$ cat src/rtl/lfsr_pkg.sv
// Shared LFSR definitions: width, reset value, period and the Galois step function.
package lfsr_pkg;

    localparam int unsigned LFSR_W      = 7;
    localparam logic [6:0]  LFSR_RESET  = 7'h01;
    localparam int unsigned LFSR_PERIOD = 127;

    // One Galois step, right-shifting with taps folded into bits 5..3 and fed into bit 6.
    function automatic logic [LFSR_W-1:0] lfsr7_next(input logic [LFSR_W-1:0] s);
        return {s[0], s[6] ^ s[0], s[5] ^ s[0], s[4] ^ s[0], s[3], s[2], s[1]};
    endfunction

endpackage

$ cat src/rtl/lfsr7_rng_arbiter_if.sv
// Requester-side bus of the shared LFSR random source.
//   master: consumer side (drives seed_en, seed_val, req; sees grant/response/state)
//   slave : arbiter side (drives gnt, resp_*, period_wrap, state)
interface lfsr7_rng_arbiter_if
    import lfsr_pkg::*;
#(
    parameter int unsigned NREQ = 4
);
    localparam int unsigned IDW = (NREQ > 1) ? $clog2(NREQ) : 1;

    logic              seed_en;
    logic [LFSR_W-1:0] seed_val;
    logic [NREQ-1:0]   req;
    logic [NREQ-1:0]   gnt;
    logic              resp_val;
    logic [IDW-1:0]    resp_id;
    logic [LFSR_W-1:0] resp_data;
    logic              period_wrap;
    logic [LFSR_W-1:0] state;

    modport master (
        output seed_en, seed_val, req,
        input  gnt, resp_val, resp_id, resp_data, period_wrap, state
    );

    modport slave (
        input  seed_en, seed_val, req,
        output gnt, resp_val, resp_id, resp_data, period_wrap, state
    );

endinterface

$ cat src/rtl/lfsr7_core.sv
// 7-bit Galois LFSR state register with seed load (zero-seed guard) and step enable.
//   clk, reset : clock, synchronous active-high reset
//   load       : load load_val this cycle (wins over step)
//   load_val   : seed; 0 is replaced by the reset value
//   step       : advance one LFSR step
//   state      : current LFSR state
module lfsr7_core
    import lfsr_pkg::*;
(
    input  logic              clk,
    input  logic              reset,
    input  logic              load,
    input  logic [LFSR_W-1:0] load_val,
    input  logic              step,
    output logic [LFSR_W-1:0] state
);

    // All-zero is a lock-up state, so a zero seed falls back to the reset value.
    always_ff @(posedge clk) begin
        if (reset) begin
            state <= LFSR_RESET;
        end else if (load) begin
            state <= (load_val == '0) ? LFSR_RESET : load_val;
        end else if (step) begin
            state <= lfsr7_next(state);
        end
    end

endmodule

$ cat src/rtl/lfsr7_rng_arbiter.sv
// Round-robin arbiter sharing one 7-bit LFSR among NREQ requesters; at most one draw per cycle.
//   clk, reset : clock, synchronous active-high reset
//   bus.seed_en/seed_val : seed load, has priority over requests (no grant that cycle)
//   bus.req    : per-requester draw requests
//   bus.gnt    : combinational one-hot grant
//   bus.resp_val/resp_id/resp_data : registered response for last cycle's grant
//   bus.period_wrap : registered, last grant was the 127th draw since reset/seed
//   bus.state  : current LFSR state
module lfsr7_rng_arbiter
    import lfsr_pkg::*;
#(
    parameter int unsigned NREQ = 4
)
(
    input  logic               clk,
    input  logic               reset,
    lfsr7_rng_arbiter_if.slave bus
);

    localparam int unsigned IDW       = (NREQ > 1) ? $clog2(NREQ) : 1;
    localparam logic [6:0]  DRAW_LAST = 7'(LFSR_PERIOD - 1);

    logic [IDW-1:0]    rr_ptr;
    logic [IDW-1:0]    gnt_idx;
    logic              found;
    logic              draw;
    logic [NREQ-1:0]   gnt_c;
    logic [LFSR_W-1:0] lfsr_state;
    logic [LFSR_W-1:0] draw_cnt;
    logic              resp_val_q;
    logic [IDW-1:0]    resp_id_q;
    logic [LFSR_W-1:0] resp_data_q;
    logic              period_wrap_q;

    // Modulo-NREQ index, correct for non-power-of-2 NREQ.
    function automatic logic [IDW-1:0] wrap_idx(input int unsigned v);
        return IDW'(v % NREQ);
    endfunction

    // First set request searching upward from rr_ptr; seed load suppresses the grant.
    always_comb begin
        found   = 1'b0;
        gnt_idx = '0;
        for (int unsigned k = 0; k < NREQ; k++) begin
            if (!found && bus.req[wrap_idx(32'(rr_ptr) + k)]) begin
                found   = 1'b1;
                gnt_idx = wrap_idx(32'(rr_ptr) + k);
            end
        end
        draw  = found && !bus.seed_en;
        gnt_c = draw ? (NREQ'(1) << gnt_idx) : '0;
    end

    lfsr7_core u_core (
        .clk      (clk),
        .reset    (reset),
        .load     (bus.seed_en),
        .load_val (bus.seed_val),
        .step     (draw),
        .state    (lfsr_state)
    );

    // Pointer, draw counter and response registers.
    always_ff @(posedge clk) begin
        if (reset) begin
            rr_ptr        <= '0;
            draw_cnt      <= '0;
            resp_val_q    <= 1'b0;
            resp_id_q     <= '0;
            resp_data_q   <= '0;
            period_wrap_q <= 1'b0;
        end else begin
            resp_val_q    <= draw;
            period_wrap_q <= draw && (draw_cnt == DRAW_LAST);
            if (draw) begin
                rr_ptr      <= wrap_idx(32'(gnt_idx) + 32'd1);
                resp_id_q   <= gnt_idx;
                resp_data_q <= lfsr_state;
            end
            if (bus.seed_en) begin
                draw_cnt <= '0;
            end else if (draw) begin
                draw_cnt <= (draw_cnt == DRAW_LAST) ? '0 : draw_cnt + 7'd1;
            end
        end
    end

    assign bus.gnt         = gnt_c;
    assign bus.resp_val    = resp_val_q;
    assign bus.resp_id     = resp_id_q;
    assign bus.resp_data   = resp_data_q;
    assign bus.period_wrap = period_wrap_q;
    assign bus.state       = lfsr_state;

endmodule
$ cat src/flat_wrapper.sv
// flat-port wrapper written by rule: the top's interface ports become plain ports
module lfsr7_rng_arbiter_flat import lfsr_pkg::*;
#(
    parameter int unsigned NREQ = 4
)
  (clk, reset, bus_seed_en, bus_seed_val, bus_req, bus_gnt, bus_resp_val, bus_resp_id, bus_resp_data, bus_period_wrap, bus_state);
  lfsr7_rng_arbiter_if #(.NREQ(NREQ)) bus_i ();
  input  logic clk;
  input  logic reset;
  input wire logic [$bits(bus_i.seed_en)-1:0] bus_seed_en;
  input wire logic [$bits(bus_i.seed_val)-1:0] bus_seed_val;
  input wire logic [$bits(bus_i.req)-1:0] bus_req;
  output wire logic [$bits(bus_i.gnt)-1:0] bus_gnt;
  output wire logic [$bits(bus_i.resp_val)-1:0] bus_resp_val;
  output wire logic [$bits(bus_i.resp_id)-1:0] bus_resp_id;
  output wire logic [$bits(bus_i.resp_data)-1:0] bus_resp_data;
  output wire logic [$bits(bus_i.period_wrap)-1:0] bus_period_wrap;
  output wire logic [$bits(bus_i.state)-1:0] bus_state;
  assign bus_i.seed_en = bus_seed_en;
  assign bus_i.seed_val = bus_seed_val;
  assign bus_i.req = bus_req;
  assign bus_gnt = bus_i.gnt;
  assign bus_resp_val = bus_i.resp_val;
  assign bus_resp_id = bus_i.resp_id;
  assign bus_resp_data = bus_i.resp_data;
  assign bus_period_wrap = bus_i.period_wrap;
  assign bus_state = bus_i.state;
  lfsr7_rng_arbiter #(.NREQ(NREQ)) u_core (.clk(clk), .reset(reset), .bus(bus_i));
endmodule
$ cat config.mk
export PLATFORM = sky130hd
export DESIGN_NAME = lfsr7_rng_arbiter_flat
export DESIGN_NICKNAME = d
export VERILOG_FILES = /design/src/rtl/lfsr_pkg.sv /design/src/rtl/lfsr7_rng_arbiter_if.sv /design/src/rtl/lfsr7_core.sv /design/src/rtl/lfsr7_rng_arbiter.sv /design/src/flat_wrapper.sv
export SDC_FILE = /design/constraint.sdc
export NUM_CORES = 1
export LEC_CHECK = 0
export ABC_CLOCK_PERIOD_IN_PS = 1510
export BUFFER_PORTS_ARGS = -buffer_cell sky130_fd_sc_hd__buf_2
export CAP_MARGIN = 20
export CORE_AREA = 2 2 79 43
export DETAILED_ROUTE_END_ITERATION = 10
export DIE_AREA = 0 0 81 45
export PLACE_DENSITY = 0.73
export SYNTH_ARGS = -nofsm -noshare
export SYNTH_HDL_FRONTEND = slang
export SYNTH_SLANG_ARGS = --single-unit
$ cat constraint.sdc
create_clock -name clk -period 1.51 [get_ports clk]
set_input_delay 0.2265 -clock clk [delete_from_list [all_inputs] [get_ports clk]]
set_output_delay 0.2265 -clock clk [all_outputs]
set_load 0.03 [all_outputs]
Word level (Yosys, flattened, before mapping) --
Cells that the tools add are included.
Cells by class: reduce and logical (&&, ||, !) cells 12, bitwise logic cells 3, $mul 0, muxes and demuxes 21, magnitude comparators 4, equal/unequal tests 1, $add $sub $neg 5, shift-type cells 1, divide/modulo/power cells 0
Operators with widths (count):
- $mux W7 | 4
- $lt A2 B3 Y1 const B | 4
- $bmux W1 S2 | 4
- $mux W1 | 8
- $mux W2 | 4
- $add A7 B1 Y7 const B | 1
- $eq A7 B7 Y1 const B | 1
- $logic_not A7 Y1 | 1
- $logic_and A1 B1 Y1 | 5
- $add A2 B1 Y2 const B | 2
- $add A2 B2 Y2 const B | 2
- $logic_not A1 Y1 | 4
- $mux W4 | 1
- $shl A1 B2 Y4 const A | 1
- $xor A1 B1 Y1 | 3
- $reduce_bool A2 Y1 | 1
- $reduce_or A2 Y1 | 1
Word-level totals: bits of input ports 14, memory bits (writable) 0, bits in latches 0, register bits after elaboration 27, memories 0, ROM bits 0

Depth between registers and ports, before layout --
depth after elaboration 15, depth in mapped cells 7, mapped depth without buffers 7

Modules after synthesis --
From an unflattened synthesis, not the netlist that was laid out.
Unflattened totals: cells, all modules 144, area total of the unflattened synthesis 1226.2 sq um
Modules (own cells, without submodules):
- lfsr7_rng_arbiter | area an instance 867.1 sq um, instances 1, seq. area each 400.4 sq um, cells an instance 103
- lfsr7_core | area an instance 359.1 sq um, instances 1, seq. area each 140.1 sq um, cells an instance 41

Worst setup path before layout --
OpenSTA, ideal clock, no wires.
path type register to output, from reg u_core.rr_ptr[1], to out bus_gnt[0], data required time 1.283 ns, cell stages (with the launch flop) 7, buffers on the path 0, slack -0.199 ns, data arrival time 1.482 ns, cells stage by stage dfxtp_1 -> mux2i_1 -> nor2_1 -> nor3_1 -> inv_1 -> ha_1 -> and2_1
Between the ends: cells in the longest elaborated chain, start to end 14, elaborated cells between the ends (all ways) 28
Ends and longest elaborated chain:
- start: declaration | line lfsr7_rng_arbiter.sv:23 | logic [IDW-1:0] rr_ptr;
- start signal: assignment | line lfsr7_rng_arbiter.sv:76 | rr_ptr <= wrap_idx(32'(gnt_idx) + 32'd1);
- parallel branches: the longest is 11 deep, another holds $add A2 B1 Y2
- $mux W2 (*) | line lfsr7_rng_arbiter.sv:45 | if (!found && bus.req[wrap_idx(32'(rr_ptr) + k)]) begin
- named net u_core.gnt_idx[0] | line lfsr7_rng_arbiter.sv:24 | logic [IDW-1:0] gnt_idx;
- $shl A1 B2 Y4 (*) | line lfsr7_rng_arbiter.sv:51 | gnt_c = draw ? (NREQ'(1) << gnt_idx) : '0;
- $mux W4 (*) | line lfsr7_rng_arbiter.sv:51
- end: declaration | line flat_wrapper.sv:13 | output wire logic [$bits(bus_i.gnt)-1:0] bus_gnt;
Mark *: on every way through the listed nets, which the timed path passes. The select of a mux whose other input is x is not followed.

Final worst setup path --
from reg u_core.rr_ptr[0], to out bus_gnt[1]
Between the ends: cells in the longest elaborated chain, start to end 14, elaborated cells between the ends (all ways) 28
Ends and longest elaborated chain (line):
- parallel branches: the longest is 13 deep, another holds $add A2 B1 Y2
- $mux W4 (*) | lfsr7_rng_arbiter.sv:51
Mark *: on every way between the ends. The select of a mux whose other input is x is not followed.

==> metrics.txt <==
# TYPE chip_impl_metric gauge
chip_impl_metric{name="final_util",unit=""} 0.628
chip_impl_metric{name="post_synthesis_to_final_layout_area_growth",unit="%"} 38.2
chip_impl_metric{name="grt_usage",unit=""} 0.182
chip_impl_info{name="worst_setup_start_kind",value="flop"} 1
chip_impl_metric{name="cts_max_path_buffers",unit=""} 2
chip_impl_metric{name="max_slew_margin",unit=""} 0.699
chip_impl_metric{name="grt_remaining_overflow",unit=""} 0
chip_impl_metric{name="place_congestion",unit=""} 0.723
chip_impl_metric{name="global_route_wire_length_before_repair",unit="um"} 5010
chip_impl_metric{name="drive_gt1_frac",unit=""} 0.398
chip_impl_metric{name="pwr_density_cell",unit="nW/um2"} 906
chip_impl_metric{name="tritoncts_num_sinks",unit=""} 27
chip_impl_info{name="clk_root_buffer_cell",value="clkbuf_8"} 1
chip_impl_metric{name="cts_max_level",unit=""} 1
chip_impl_metric{name="number_of_global_route_vias_before_repair",unit=""} 1142
chip_impl_metric{name="fin_crit",unit="ns"} 1.90
chip_impl_metric{name="timing.critical_path.fanout_max",unit=""} 4
chip_impl_metric{name="finalMaxSlewViolations",unit=""} 0
chip_impl_metric{name="seqPwrFrac",unit=""} 0.475
chip_impl_metric{name="synth_area_per_cell",unit="um2"} 8.47
chip_impl_metric{name="dr.pass1.iters",unit=""} 4
chip_impl_metric{name="fmax",unit="MHz"} 525
chip_impl_metric{name="final.hold.worst_slack",unit="ns"} 0.212
chip_impl_metric{name="synth_cell_type_count",unit=""} 33
chip_impl_metric{name="via_per_instance_ratio",unit=""} 4.98
chip_impl_metric{name="setup_slack",unit="ns"} -0.395
chip_impl_metric{name="start_util",unit=""} 0.454
chip_impl_info{name="min-delay-path-class",value="input pin to flop"} 1
chip_impl_metric{name="initial_antenna_violation_count",unit=""} 0
chip_impl_info{name="timing_worst_setup_path_type",value="flop to primary output"} 1
chip_impl_metric{name="core_region_area",unit="um2"} 2910
chip_impl_metric{name="ratio_of_final_minimum_period_to_clock_period",unit=""} 1.26
chip_impl_metric{name="power.clock.fraction",unit=""} 0.245
chip_impl_metric{name="tightest_slew",unit="ns"} 0.451
chip_impl_metric{name="place.detailed.instances",unit=""} 236
chip_impl_metric{name="total_switching_power",unit="uW"} 511
chip_impl_metric{name="number_of_register_bits_inferred_by_synthesis",unit=""} 27
chip_impl_metric{name="avgRoutedWirePerCell",unit="um"} 13.2
chip_impl_metric{name="dr.first_iter.drc_count",unit=""} 46
chip_impl_metric{name="clk_pin_slew",unit="ns"} 0.10
chip_impl_metric{name="fillCellCount",unit=""} 239
chip_impl_metric{name="dieArea",unit="um2"} 3650
chip_impl_metric{name="timing.clock.skew",unit="ns"} 0.0138
chip_impl_metric{name="dieWidth",unit="um"} 81
chip_impl_metric{name="final_setup_violation_count",unit=""} 4
chip_impl_metric{name="arrival",unit="ns"} 1.68
chip_impl_metric{name="grt_start_max_net_pins",unit=""} 20
chip_impl_metric{name="internal_power_of_the_cells",unit="uW"} 1140
chip_impl_metric{name="layout.nets",unit=""} 227
chip_impl_metric{name="ant_nets",unit=""} 0
chip_impl_metric{name="clk-insertion-delay-late",unit="ns"} 0.28
chip_impl_metric{name="placement.io_buffers",unit=""} 35
chip_impl_metric{name="placementRows",unit=""} 14
chip_impl_info{name="failed_checks",value="setup timing"} 1
chip_impl_metric{name="comb_power_share",unit=""} 0.280
chip_impl_metric{name="worst_ir_drop_vdd",unit="uV"} 453
chip_impl_metric{name="leakage",unit="uW"} 0.000802
chip_impl_metric{name="critical_path_required",unit="ns"} 1.28
chip_impl_metric{name="timing_hold_violations_final",unit=""} 0
chip_impl_metric{name="vias",unit=""} 1225
chip_impl_metric{name="diodes",unit=""} 0
chip_impl_info{name="grt_setup_unrepaired",value="true"} 1
chip_impl_metric{name="max_cap_violations",unit=""} 0
chip_impl_metric{name="post_cts_hold_buffer_count",unit=""} 0
chip_impl_metric{name="post-layout-total-power",unit="uW"} 1650
chip_impl_metric{name="detailedPlacementHpwl",unit="um"} 2210
chip_impl_metric{name="switching_share",unit=""} 0.309
chip_impl_metric{name="layout.cells.non_filler",unit=""} 246
chip_impl_metric{name="yosys_warnings",unit=""} 0
chip_impl_info{name="outcome",value="finished, violations left"} 1
chip_impl_metric{name="cts-buffers-inserted",unit=""} 3
chip_impl_metric{name="postRouteWirelength",unit="um"} 3250
chip_impl_metric{name="synthesis.instances",unit=""} 156
chip_impl_metric{name="yosysSeqAreaShare",unit=""} 0.409
chip_impl_info{name="cts_tree",value="built"} 1
chip_impl_metric{name="synth.net_count",unit=""} 176
chip_impl_metric{name="pin_count",unit=""} 36
chip_impl_metric{name="synthesis.area",unit="um2"} 1320
chip_impl_metric{name="dieHeight",unit="um"} 45
chip_impl_metric{name="drc",unit=""} 0
chip_impl_info{name="end_kind",value="primary output"} 1
[stage by stage]
step	worst slack, ns	area (um2)	TNS [ns]
6_report	-0.395	1830	-1.49
5_1_grt	-0.459	1830	-1.86
4_1_cts	-0.409	1740	-1.56
3_5_place_dp	-0.183	1630	-1.01
3_3_place_gp	-0.112	1630	-0.482
2_1_floorplan	0.0356	1340	0
[what timing repair did]
action                                  CTS  global route
endpoints found under the setup margin    4             5
pin swaps                                 6             8
resized for setup                        14            15
buffers inserted                          4             2
[path summary, 6_finish.rpt]
| path | start | endpoint | slack [ns] | cells past startpoint |
|---|---|---|---|---|
| hold / removal | bus_seed_val[6] | u_core.u_core.state[6]$_SDFFE_PP0P_ | 0.21 | 3 |
| hold reg to reg | u_core.bus.resp_data[2]$_SDFFE_PP0P_ | u_core.bus.resp_data[2]$_SDFFE_PP0P_ | 0.45 | 2 |
| setup / recovery | u_core.rr_ptr[0]$_SDFFE_PP0P_ | bus_gnt[1] | -0.39 | 7 |
| setup reg to reg | u_core.rr_ptr[0]$_SDFFE_PP0P_ | u_core.bus.resp_id[1]$_SDFFE_PP0P_ | 0 | 7 |
[worst max-delay path, stage by stage, from the launching register on]
cell	delay, ns
dfxtp_2	0.34
inv_1	0.06
a21oi_1	0.29
o22ai_4	0.15
buf_4	0.17
ha_4	0.14
and2_4	0.13
buf_6	0.13
[power groups by stage]
stage	clock (uW)	combinational, uW	sequential (uW)
final	406	462	786
after global routing	440	502	791
after CTS	424	407	784
after detailed placement	0	372	801
after global placement	0	362	800
after floorplan	0	183	856
[flip-flops by register name, indices dropped and copies added (netlist names)]
register,cells
u_core.bus.period_wrap,1
u_core.bus.resp_data,7
u_core.bus.resp_id,2
u_core.bus.resp_val,1
u_core.draw_cnt,7
u_core.rr_ptr,2
u_core.u_core.state,7
[final cells by class]
type,instances,area (um2),share of cell area
Sequential cell,27,546,0.299
Timing Repair Buffer,55,363,0.199
Clock buffer,3,41.3,0.0226
Clock inverter,1,5.00,0.00274
Inverter,5,18.8,0.0103
Multi-Input combinational cell,115,802,0.439
Tap cell,40,50.0,0.0274
[cell usage in the layout (no fill, tap or decap), drive strengths merged, types with 2 or more instances in the layout]
master and n:
nand2 22, ha 6, dfxtp 27, and2 4, or2 2, nor3 6, xnor2 9, nor2 22
nand3 2, a21oi 14, nor3b 2, mux2 3, nand2b 2, clkbuf 3, o22ai 4, buf 55
a211oi 2, inv 5, mux2i 4
[cells in the mapped netlist]
library cell | n | area [um2]
dfxtp_1 | 27 | 541
nor2_1 | 22 | 82.6
and2b_1 | 1 | 7.51
nor3b_1 | 2 | 15.0
a22oi_1 | 1 | 7.51
o21bai_1 | 1 | 7.51
buf_1 | 1 | 3.75
mux2i_1 | 4 | 40.0
and4_1 | 1 | 8.76
o21a_1 | 1 | 7.51
or4_1 | 1 | 7.51
nand4b_1 | 1 | 8.76
nand2b_1 | 2 | 12.5
buf_4 | 1 | 7.51
and2_1 | 4 | 25.0
xnor2_1 | 9 | 78.8
nand2_1 | 22 | 82.6
ha_1 | 6 | 75.1
nor3_1 | 6 | 30.0
mux2_1 | 3 | 33.8
buf_6 | 2 | 22.5
clkbuf_1 | 3 | 11.3
o21ai_1 | 1 | 5.00
a32o_1 | 1 | 10.0
nand3_1 | 2 | 10.0
o31ai_1 | 1 | 7.51
inv_1 | 5 | 18.8
a211oi_1 | 2 | 15.0
or2_2 | 2 | 12.5
nor4_4 | 1 | 21.3
a21oi_1 | 14 | 70.1
o22ai_1 | 4 | 25.0
buf_2 | 2 | 10.0
[metal layers]
layer | track usage | routed length [um]
met1 | 0.211 | 1410
met2 | 0.344 | 1710
met3 | 0.0480 | 110
met4 | 0.0407 | 12
met5 | 0 | 0
[logic make-up (layout without fill, tap and decap cells)]
| family | after synthesis | count (layout) | share of synthesized area |
|---|---|---|---|
| XOR/XNOR | 9 | 9 | 0.0597 |
| flip-flops | 27 | 27 | 0.409 |
| multiplexers | 7 | 7 | 0.0559 |
| buffers and inverters | 14 | 64 | 0.0559 |
| AND/OR/NAND/NOR | 67 | 67 | 0.245 |
| AO/OA/AOI/OAI | 26 | 26 | 0.117 |
| adder cells (fa/ha/maj) | 6 | 6 | 0.0568 |
No activity file was read; power rests on OpenSTA's default activity.
